===== src/rtl/change_dispenser.sv =====
// Greedy change payout: issues 50/20/10/5/1 coins over a valid/ack handshake until the owed amount is paid.
// Optional CHANGE_INVENTORY_EN adds per-denomination stock counters, refill and shortfall reporting.
module change_dispenser #(
  parameter int         COIN_GAP   = 4,
  parameter logic [7:0] INIT_STOCK = 8'd15
) (
  input  logic       sys_clk,
  input  logic       sys_rst_n,
  input  logic       start,
  input  logic [7:0] change_amount,
  input  logic       coin_ack,
  input  logic       refill,
  output logic       busy,
  output logic       coin_valid,
  output logic [2:0] coin_denom,
  output logic [7:0] remaining,
  output logic [7:0] coin_count,
  output logic       done,
  output logic       shortfall
);
  localparam int NUM_DENOM = 5;
  localparam int GW        = (COIN_GAP > 1) ? $clog2(COIN_GAP) : 1;

  typedef enum logic [2:0] {S_IDLE, S_SELECT, S_ISSUE, S_GAP, S_DONE} state_t;

  state_t               state, state_nxt;
  logic [NUM_DENOM-1:0] avail;
  logic [2:0]           pick;
  logic [GW-1:0]        gap_cnt;
  logic                 busy_nxt, valid_nxt, done_nxt;
  logic                 ack_take;

  function automatic logic [7:0] denom_value(input logic [2:0] d);
    case (d)
      3'd1:    return 8'd1;
      3'd2:    return 8'd5;
      3'd3:    return 8'd10;
      3'd4:    return 8'd20;
      3'd5:    return 8'd50;
      default: return 8'd0;
    endcase
  endfunction

  assign ack_take = (state == S_ISSUE) && coin_ack;

  // Ascending scan so the largest fitting, available denomination wins.
  always_comb begin
    pick = 3'd0;
    for (int i = 1; i <= NUM_DENOM; i++)
      if (avail[i-1] && (denom_value(3'(i)) <= remaining) && (remaining != 8'd0))
        pick = 3'(i);
  end

  always_ff @(posedge sys_clk or negedge sys_rst_n)
    if (!sys_rst_n) state <= S_IDLE;
    else            state <= state_nxt;

  always_comb begin
    state_nxt = state;
    case (state)
      S_IDLE:   if (start) state_nxt = S_SELECT;
      S_SELECT: state_nxt = (pick == 3'd0) ? S_DONE : S_ISSUE;
      S_ISSUE:  if (coin_ack) state_nxt = (COIN_GAP == 0) ? S_SELECT : S_GAP;
      S_GAP:    if (gap_cnt == '0) state_nxt = S_SELECT;
      S_DONE:   state_nxt = S_IDLE;
      default:  state_nxt = S_IDLE;
    endcase
  end

  // Outputs are registered from the next state, so coin_ack never reaches coin_valid combinationally.
  always_comb begin
    busy_nxt  = (state_nxt != S_IDLE);
    valid_nxt = (state_nxt == S_ISSUE);
    done_nxt  = (state == S_DONE);
  end

  always_ff @(posedge sys_clk or negedge sys_rst_n)
    if (!sys_rst_n) begin
      busy       <= 1'b0;
      coin_valid <= 1'b0;
      done       <= 1'b0;
      coin_denom <= 3'd0;
      remaining  <= 8'd0;
      coin_count <= 8'd0;
      gap_cnt    <= '0;
    end else begin
      busy       <= busy_nxt;
      coin_valid <= valid_nxt;
      done       <= done_nxt;
      case (state)
        S_IDLE:
          if (start) begin
            remaining  <= change_amount;
            coin_count <= 8'd0;
          end
        S_SELECT:
          if (pick != 3'd0) coin_denom <= pick;
        S_ISSUE:
          if (coin_ack) begin
            remaining  <= remaining - denom_value(coin_denom);
            coin_count <= (coin_count == 8'hFF) ? coin_count : coin_count + 8'd1;
            coin_denom <= 3'd0;
            gap_cnt    <= GW'(COIN_GAP - 1);
          end
        S_GAP:
          gap_cnt <= gap_cnt - 1'b1;
        default: ;
      endcase
    end

`ifdef CHANGE_INVENTORY_EN
  logic short_q;

  for (genvar g = 0; g < NUM_DENOM; g++) begin : g_stock
    logic [7:0] stock;
    always_ff @(posedge sys_clk or negedge sys_rst_n)
      if (!sys_rst_n)                                stock <= INIT_STOCK;
      else if (state == S_IDLE && !start && refill)  stock <= INIT_STOCK;
      else if (ack_take && coin_denom == 3'(g + 1))  stock <= stock - 8'd1;
    assign avail[g] = (stock != 8'd0);
  end

  always_ff @(posedge sys_clk or negedge sys_rst_n)
    if (!sys_rst_n)                                           short_q <= 1'b0;
    else if (state == S_IDLE && start)                        short_q <= 1'b0;
    else if (state == S_SELECT && remaining != 8'd0 && pick == 3'd0) short_q <= 1'b1;

  assign shortfall = short_q;
`else
  logic unused_cfg;
  assign avail      = '1;
  assign shortfall  = 1'b0;
  assign unused_cfg = ^{refill, INIT_STOCK, ack_take};
`endif

endmodule


===== config.mk =====
export PLATFORM = sky130hd
export DESIGN_NAME = change_dispenser
export DESIGN_NICKNAME = d
export VERILOG_FILES = /design/src/rtl/change_dispenser.sv
export SDC_FILE = /design/constraint.sdc
export NUM_CORES = 1
export LEC_CHECK = 0
export BUFFER_PORTS_ARGS = -buffer_cell sky130_fd_sc_hd__buf_2
export CORE_ASPECT_RATIO = 0.75
export CORE_MARGIN = 2
export CORE_UTILIZATION = 50
export CTS_CLUSTER_SIZE = 12
export DETAILED_ROUTE_END_ITERATION = 7
export PLACE_DENSITY = 0.75
export SYNTH_ARGS = -nofsm -noshare
export SYNTH_HDL_FRONTEND = slang
export SYNTH_SLANG_ARGS = --single-unit

===== constraint.sdc =====
create_clock -name sys_clk -period 3.7 [get_ports sys_clk]
set_clock_uncertainty 0.2 [all_clocks]
set_input_delay 0.74 -clock sys_clk [delete_from_list [all_inputs] [get_ports sys_clk]]
set_output_delay 0.74 -clock sys_clk [all_outputs]
set_load 0.03 [all_outputs]

==> impl_metrics.csv, run 1 <==
group,metric,value,unit
setup_path,cp-end-kind,"register",
timing,period_share,77.4,%
power,power_frac_seq,30.9,%
power,pwr-share-comb,59.6,%
yosys,syn-num-nets,223,
timing,drv_slew,0,
power,powerDensity,897,nW/um2
timing,setup_viol_count_final,0,
yosys,syn_inst,200,
floorplanning,dieArea,3990,um2
timing,hold_ws,259,ps
power,power_leakage,0.000933,uW
setup_path,critPathKind,"reg -> reg",
setup_path,max_stage_delay,410,ps
power,ir_drop,0.494,mV
clock_network,htree_levels,1,
timing,finalSetupTns,0,ps
worst_hold_path,hp-class,"in -> async",
clock_network,cts.root.buffer_cell,"clkbuf_8",
setup_path,path_max_fanout,4,
yosys,seq_area_frac_synth,38.7,%
clock_network,cts_resized,0,
timing,hold_viol_final,0,
setup_path,critPathLaunchType,"register",
routing,vias,1530,
yosys,synth.distinct_cells,43,
clock_network,clock-sinks,27,
yosys,synth-seq-cells,27,
yosys,syn_area_per_cell,8.73,um2
global_routing,antenna_found_initial,0,
placement,portBuffers,33,
floorplanning,row_count,18,
setup_path,cp.arrival,2860,ps
routing,first_iter_violations,103,
clock_network,cts_buffers,3,
setup_path,path_buf_inv,1,
timing,tightest_slew,606,ps
cells_and_area,num-nets-final,255,
setup_path,path_delay_family,"compound AO/OA/AOI/OAI gates",
routing,routed_wl,3.66,mm
floorplanning,fp.coreArea,3310,um2
cells_and_area,syn2layout_area_growth,13.6,%
global_routing,grt.total_usage,20.3,%
setup_path,r2r_cells,10,
placement,dp.cells,267,
clock_network,clk_pin_slew,90,ps
placement,hpwl,2.75,mm
timing,slew_headroom,59.6,%
routing,drc,0,
job,maxCapViolations,0,
routing,ant_nets,0,
yosys,yosysWarnings,0,
timing,max_freq,349,MHz
global_routing,gr-total-overflow,0,
placement,dpl_worst_slack,919,ps
yosys,async_reset_ff_share,100,%
cells_and_area,final_common_cell,"buf_2",
cells_and_area,final_cell_mix,"33 x buf_2, 31 x nor2_1, 27 x dfrtp_1",
power,pwr-share-clk,9.5,%
routing,via_per_inst,5.65,
power,p_sw_share,49.6,%
global_routing,grt_pass1_wl,6.10,mm
global_routing,grt_max_degree,28,
clock_network,clk_latency,280,ps
cells_and_area,diodes,0,
setup_path,rr_startpoint,"coin_denom[1]",
routing,routedWlPerCell,13.5,um
power,internal_power,897,uW
setup_path,reg2reg_to,"remaining[7]",
clock_network,clock_path_buffers,2,
yosys,netlist_area,1750,um2
setup_path,required,3700,ps
timing,rsz0062_at_grt,"false",
clock_network,post-cts-setup-buffer-count,0,
floorplanning,io_pins,36,
power,p_sw,883,uW
clock_network,holdBufCountCts,0,
power,power,1780,uW
setup_path,rrSetupSlack,840,ps
floorplanning,initial_core_util,52.8,%
clock_network,cts_tree,"done",
floorplanning,die_width,72.3,um
setup_path,critPathSlowestCell,"dfrtp_1",
yosys,ys.flop_type,"dfrtp_1",
timing,worst_slack,837,ps
setup_path,crit_path_cell_trace,"inv_1, ha_1, nor2b_1, o21ai_0, ha_1, nor2b_1, o31ai_1, a31oi_1, a21oi_1, a2bb2oi_1",
floorplanning,die_y,55.2,um
cells_and_area,finalNonFillerCells,271,
yosys,synth_enable_flop_cells,0,
routing,first_pass_iters,4,
global_routing,grt_pass1_vias,1302,
run_status,outcome,"complete, no violations",
cells_and_area,drive_above_1_share,20.3,%
placement,place_congestion,0.814,
timing,post-route-min-period,2860,ps
cell type report:
cell class              instances  area (um2)
fillers                       311        1330
multi-input cells             155         998
flip-flops and latches         27         676
repair buffers                 34         173
well taps                      40        50.0
clock buffers                   3        41.3
inverters                      11        41.3
clock inverters                 1        5.00
stage by stage:
step	cell area, um2	utilization [%]
4_1_cts	1980	59.9
6_report	1980	59.9
3_5_place_dp	1940	58.5
3_3_place_gp	1940	58.5
2_1_floorplan	1750	-
5_1_grt	1980	59.9
cells in the mapped netlist, drive strengths merged, types with 2 or more instances:
cell type / n / area (um2)
nor2b: 7 / 43.8
inv: 11 / 41.3
nor3: 8 / 40.0
o21ai: 10 / 50.1
a31oi: 4 / 25.0
nor4b: 2 / 17.5
a21oi: 14 / 70.1
nor2: 31 / 116
or3: 2 / 17.5
and4: 2 / 17.5
ha: 9 / 113
mux2i: 4 / 40.0
nand3: 7 / 35.0
xor2: 4 / 35.0
buf: 2 / 12.5
o21a: 6 / 45.0
nand4: 2 / 12.5
and2: 2 / 12.5
clkbuf: 5 / 18.8
nand2: 14 / 52.6
o22ai: 2 / 12.5
dfrtp: 27 / 676
a211oi: 4 / 30.0
mux2: 4 / 52.6
o31ai: 2 / 15.0
cell families (layout without fill, tap and decap cells):
group | Yosys count | in the layout | synth area share [%]
buffers and inverters | 18 | 49 | 4.15
and+or+nand+nor | 83 | 83 | 23.8
other | 1 | 1 | 0.215
DFF | 27 | 27 | 38.7
xor gates and xnor gates | 4 | 4 | 2.01
muxes | 8 | 8 | 5.30
AOI/OAI and AO/OA | 49 | 49 | 18.3
adders and majority gates | 10 | 10 | 7.59
registers in the layout, indices dropped and copies added (netlist names):
signal / flops
busy: 1
coin_valid: 1
done: 1
coin_denom: 3
state: 3
remaining: 8
gap_cnt: 2
coin_count: 8
how the worst max path moves through the flow:
stage	from	endpoint	slack, ps	cells after the start
2_1_floorplan	coin_denom[1]	remaining[6]	890	12
3_3_place_gp	coin_denom[1]	remaining[6]	940	12
3_5_place_dp	coin_denom[1]	remaining[6]	920	12
4_1_cts	coin_denom[1]	remaining[6]	880	12
5_1_grt	coin_denom[1]	remaining[6]	660	12
6_report	coin_denom[1]	remaining[7]	840	10
power groups by stage:
stage / sequential (uW) / clock [uW] / combinational (uW)
3_3_place_gp: 551 / 0 / 1040
5_1_grt: 569 / 185 / 1200
3_5_place_dp: 551 / 0 / 1060
2_1_floorplan: 652 / 0 / 711
6_report: 549 / 170 / 1060
4_1_cts: 546 / 177 / 1060
layer usage:
metal  GRT usage (%)  part of all wire [%]  vias up
li1                -                     -      777
met2            31.5                    42       49
met4            3.77                  0.63        0
met1            29.7                    52      700
met5               0                     0        -
met3            3.99                   5.9        4
Note: power is estimated with default switching activity, not from simulation.
==> run 2: changes to the inputs <==
--- a/config.mk
+++ b/config.mk
@@ -8,10 +8,10 @@
 export BUFFER_PORTS_ARGS = -buffer_cell sky130_fd_sc_hd__buf_2
 export CORE_ASPECT_RATIO = 0.75
 export CORE_MARGIN = 2
-export CORE_UTILIZATION = 50
+export CORE_UTILIZATION = 49
 export CTS_CLUSTER_SIZE = 12
 export DETAILED_ROUTE_END_ITERATION = 7
-export PLACE_DENSITY = 0.75
+export PLACE_DENSITY = 0.76
 export SYNTH_ARGS = -nofsm -noshare
 export SYNTH_HDL_FRONTEND = slang
 export SYNTH_SLANG_ARGS = --single-unit
==> constraint.sdc (replaced) <==
create_clock -name sys_clk -period 2.3 [get_ports sys_clk]
set_clock_uncertainty 0.2 [all_clocks]
set_input_delay 0.46 -clock sys_clk [delete_from_list [all_inputs] [get_ports sys_clk]]
set_output_delay 0.46 -clock sys_clk [all_outputs]
set_load 0.03 [all_outputs]
==> impl_metrics.csv, run 2 (synthesis results as in run 1) <==
group,metric,value,unit
run_status,outcome,"finished, violations left",
run_status,violations,"negative setup slack",
global_routing,grtUsageMet3,5.98,%
placement,hpwl,3.24,mm
job,maxCapViolations,0,
global_routing,antenna_found_initial,0,
clock_network,cts.root.buffer_cell,"clkbuf_8",
routing,routedWlPerCell,14.7,um
floorplanning,initial_core_util,52.1,%
global_routing,gr-total-overflow,0,
clock_network,clock_path_buffers,2,
routing,via_per_inst,5.60,
floorplanning,row_count,18,
clock_network,clock-sinks,27,
cells_and_area,final_common_cell,"buf_4",
cells_and_area,syn2layout_area_growth,36.5,%
cells_and_area,drive_above_1_share,39.7,%
clock_network,cts_buffers,3,
setup_path,critPathKind,"reg -> reg",
routing,first_iter_violations,115,
timing,period_share,112,%
cells_and_area,multi_input_area,1110,um2
floorplanning,dieArea,4060,um2
timing,max_freq,389,MHz
timing,tightest_slew,616,ps
cells_and_area,seq_area,679,um2
worst_hold_path,hp-class,"in -> reg",
timing,slew_headroom,59.0,%
power,power_leakage,0.00113,uW
global_routing,grt-busiest-layer,"met1",
global_routing,grt_max_degree,28,
setup_path,path_max_fanout,2,
setup_path,required,2260,ps
routing,ant_nets,0,
routing,routed_wl,4.51,mm
timing,post-route-min-period,2570,ps
timing,hold_viol_final,0,
clock_network,htree_levels,1,
cells_and_area,num-nets-final,291,
floorplanning,die_width,72.9,um
global_routing,grt_use_met1,35.9,%
cells_and_area,final_cell_mix,"34 x buf_4, 33 x buf_2, 28 x nor2_1",
cells_and_area,fillers,259,
routing,first_pass_iters,4,
clock_network,clk_pin_slew,100,ps
floorplanning,fp.coreArea,3360,um2
routing,vias,1720,
floorplanning,die_y,55.7,um
cells_and_area,diodes,0,
cells_and_area,top_regs,"coin_count x8, remaining x8",
routing,drc,0,
timing,hold_ws,224,ps
cells_and_area,final_util,71.0,%
placement,portBuffers,33,
setup_path,cp-end-kind,"register",
timing,rsz0062_at_grt,"true",
setup_path,r2r_cells,11,
power,powerDensity,1600,nW/um2
clock_network,cts_tree,"done",
setup_path,cp.arrival,2530,ps
placement,place_congestion,0.844,
clock_network,clk_latency,280,ps
global_routing,grt.total_usage,23.2,%
floorplanning,io_pins,36,
global_routing,grt.met2_usage,32.6,%
timing,setup_viol_count_final,6,
timing,drv_slew,0,
global_routing,grt_pass1_vias,1540,
timing,worst_slack,-274,ps
power,ir_drop,1.07,mV
setup_path,critPathLaunchType,"register",
global_routing,grt_pass1_wl,7.29,mm
worst_hold_path,whs_path_depth,3,
[run 2: worst paths after layout]
| check | start | to | slack [ps] |
|---|---|---|---|
| max in group asynchronous | sys_rst_n | remaining[7] | 930 |
| min | change_amount[5] | remaining[5] | 220 |
| min in group asynchronous | sys_rst_n | remaining[0] | 530 |
| max reg2reg | coin_denom[2] | remaining[6] | -270 |
| min reg2reg | gap_cnt[0] | gap_cnt[0] | 290 |
| max | coin_denom[2] | remaining[6] | -270 |
[run 2: metal layers]
metal	routed length (um)	share of wire, %	up-vias
met1	2200	49	807
met2	1930	43	63
met5	0	0	-
met3	333	7.4	7
li1	-	-	843
met4	37	0.82	0
[run 2: through the flow]
stage / power (uW) / cells / cell area (um2) / TNS [ps] / setup WS, ps
2_1_floorplan: 2250 / 200 / 1770 / -1040 / -230
3_3_place_gp: 3030 / 296 / 2180 / -733 / -193
3_5_place_dp: 3080 / 296 / 2180 / -986 / -220
4_1_cts: 3650 / 305 / 2340 / -842 / -232
5_1_grt: 4090 / 307 / 2380 / -1990 / -396
6_report: 3820 / 307 / 2380 / -1050 / -274
[run 2: power breakdown]
part           switching [uW]  total [uW]  internal, uW
Clock                     157         279           122
Combinational            1480        2770          1290
Sequential                136         773           637
[run 2: layout make-up]
| class | instances | share of cell area [%] |
|---|---|---|
| multi-input cells | 155 | 46.7 |
| flip-flops and latches | 27 | 28.5 |
| repair buffers | 70 | 19.0 |
| well taps | 40 | 2.10 |
| clock buffers | 3 | 1.73 |
| inverters | 11 | 1.73 |
| clock inverters | 1 | 0.210 |
[run 2: worst max-delay path, stage by stage, from the launching register on]
cell and delay (ps):
dfrtp_2 440, ha_4 300, nor2_4 30, mux2i_1 130
nor2_1 80, ha_2 190, fa_2 340, nor2b_2 150
o31a_1 220, o21ai_2 90, a311oi_1 210, a21oi_1 60
[run 2: repair_timing]
action | 4_1_cts | 5_1_grt
resized for setup | 20 | 7
endpoints found under the setup margin | 8 | 9
setup buffers | 4 | 2
hold endpoints to repair | 14 | 0
pin swaps | 6 | 4
hold buffers | 1 | 0
==> run 3: changes to the inputs <==
--- a/config.mk
+++ b/config.mk
@@ -7,10 +7,10 @@
 export LEC_CHECK = 0
 export BUFFER_PORTS_ARGS = -buffer_cell sky130_fd_sc_hd__buf_2
 export CORE_ASPECT_RATIO = 0.75
-export CORE_MARGIN = 2
 export CORE_UTILIZATION = 49
 export CTS_CLUSTER_SIZE = 12
 export DETAILED_ROUTE_END_ITERATION = 7
+export HOLD_SLACK_MARGIN = 0.08
 export PLACE_DENSITY = 0.76
 export SYNTH_ARGS = -nofsm -noshare
 export SYNTH_HDL_FRONTEND = slang
==> impl_metrics.csv, run 3 (synthesis results as in run 1) <==
group,metric,value,unit
clock_network,htree_levels,1,
placement,hpwl,3.13,mm
routing,first_iter_violations,114,
timing,worst_slack,-268,ps
routing,via_per_inst,5.34,
cells_and_area,final_cell_mix,"34 x buf_4, 33 x buf_2, 30 x nor2_1",
setup_path,critPathLaunchType,"register",
job,maxCapViolations,0,
clock_network,cts.root.buffer_cell,"clkbuf_8",
power,power,3590,uW
worst_hold_path,whs_path_depth,3,
routing,vias,1628,
setup_path,r2r_cells,11,
timing,drv_slew,0,
routing,ant_nets,0,
timing,period_share,112,%
floorplanning,row_count,18,
power,ir_drop,0.944,mV
timing,rsz0062_at_grt,"true",
floorplanning,io_pins,36,
worst_hold_path,hp-class,"in -> reg",
timing,hold_viol_final,0,
cells_and_area,finalNonFillerCells,305,
routing,drc,0,
cells_and_area,final_common_cell,"buf_4",
routing,routedWlPerCell,13.8,um
floorplanning,die_y,53.7,um
timing,post-route-min-period,2570,ps
timing,max_freq,389,MHz
placement,dpl_worst_slack,-272,ps
clock_network,cts_tree,"done",
setup_path,rr_startpoint,"coin_denom[2]",
timing,setup_viol_count_final,7,
floorplanning,fp.coreArea,3360,um2
setup_path,cp-startpoint,"coin_denom[2]",
placement,place_congestion,0.865,
setup_path,required,2250,ps
setup_path,cp.depth,11,
floorplanning,die_width,70.9,um
setup_path,cp-end-kind,"register",
setup_path,max_stage_delay,460,ps
setup_path,cp.arrival,2520,ps
setup_path,critPathSlowestCell,"dfrtp_2",
power,power_leakage,0.00110,uW
cells_and_area,num-nets-final,289,
run_status,outcome,"finished, violations left",
global_routing,grt.total_usage,23.3,%
clock_network,cts_buffers,3,
setup_path,crit_path_cell_trace,"ha_4, nor2_4, mux2i_1, nor2_1, ha_2, fa_2, nor2b_2, o31a_1, o21ai_2, a311oi_2, a21oi_2",
routing,routed_wl,4.21,mm
global_routing,antenna_found_initial,0,
placement,portBuffers,33,
cells_and_area,final_util,69.4,%
cells_and_area,syn2layout_area_growth,33.4,%
setup_path,path_buf_inv,0,
placement,dp.cells,296,
global_routing,grt_max_degree,28,
cells_and_area,drive_above_1_share,37.4,%
routing,first_pass_iters,6,
run_status,violations,"negative setup slack",
setup_path,reg2reg_to,"remaining[6]",
floorplanning,dieArea,3810,um2
clock_network,clock-sinks,27,
setup_path,path_max_fanout,4,
global_routing,grt_pass1_vias,1399,
timing,slew_headroom,58.6,%
clock_network,clk_latency,270,ps
clock_network,clock_path_buffers,2,
clock_network,clk_pin_slew,100,ps
timing,hold_ws,220,ps
cells_and_area,diodes,0,
cells_and_area,top_regs,"coin_count x8, remaining x8",
setup_path,critPathKind,"reg -> reg",
timing,tightest_slew,621,ps
global_routing,gr-total-overflow,0,
global_routing,grt_pass1_wl,6.64,mm
floorplanning,initial_core_util,52.1,%
setup_path,rrSetupSlack,-270,ps
setup_path,path_delay_family,"adder cells",
power,powerDensity,1540,nW/um2
setup_path,cp-endpoint,"remaining[6]",
## run 3: cell count changes in the layout (fill, tap and decap cells not counted), moves of 2 or more
cell / before / now
nor2b_4: 2 / 0
a211oi_2: 2 / 0
nor2b_1: 3 / 5
o21ai_1: 4 / 6
a211oi_1: 2 / 4
buf_6: 2 / 0
nor2_1: 28 / 30
## run 3: final cells by class
cell class,instances,area [um2]
Sequential cell,27,679
Tap cell,40,50.0
Clock buffer,3,41.3
Multi-Input combinational cell,155,1080
Timing Repair Buffer,68,430
Fill cell,285,1030
Inverter,11,41.3
Clock inverter,1,5.00
## run 3: how the worst min path moves through the flow
stage	startpoint	endpoint	slack, ps
final	change_amount[5]	remaining[5]	220
after global routing	change_amount[5]	remaining[5]	250
after CTS	change_amount[5]	remaining[5]	220
after detailed placement	gap_cnt[0]	gap_cnt[0]	270
after global placement	gap_cnt[0]	gap_cnt[0]	270
after floorplan	sys_rst_n	busy	-40
## run 3: what timing repair did
action	in CTS	in global routing
hold buffers	1	0
endpoints found under the hold margin	27	0
cloned	0	0
setup endpoints to repair	9	10
pin swaps	4	14
gates resized for setup	7	9
buffers inserted	0	4
## run 3: power by group
group | internal (uW) | leakage, uW | switching, uW
Sequential | 637 | 0.000328 | 131
Clock | 122 | 0.0000255 | 155
Combinational | 1170 | 0.000745 | 1370
## run 3: layer usage
metal	track usage, %	share of wire (%)	routed length [um]	up-vias
met5	0	0	0	-
met4	4.00	0.45	19	0
met3	4.12	5.1	213	2
met2	34.5	43	1790	44
met1	36.0	52	2190	743
li1	-	-	-	839
## run 3: per-stage QoR
stage / area [um2] / TNS (ps)
after global routing: 2330 / -2020
final: 2330 / -1040
after floorplan: 1770 / -1040
after detailed placement: 2180 / -953
after global placement: 2180 / -743
after CTS: 2260 / -784
## run 3: tightest hold or removal path: stages
cell	delay [ps]
buf_2	80
nand3_1	50
nand3_1	70
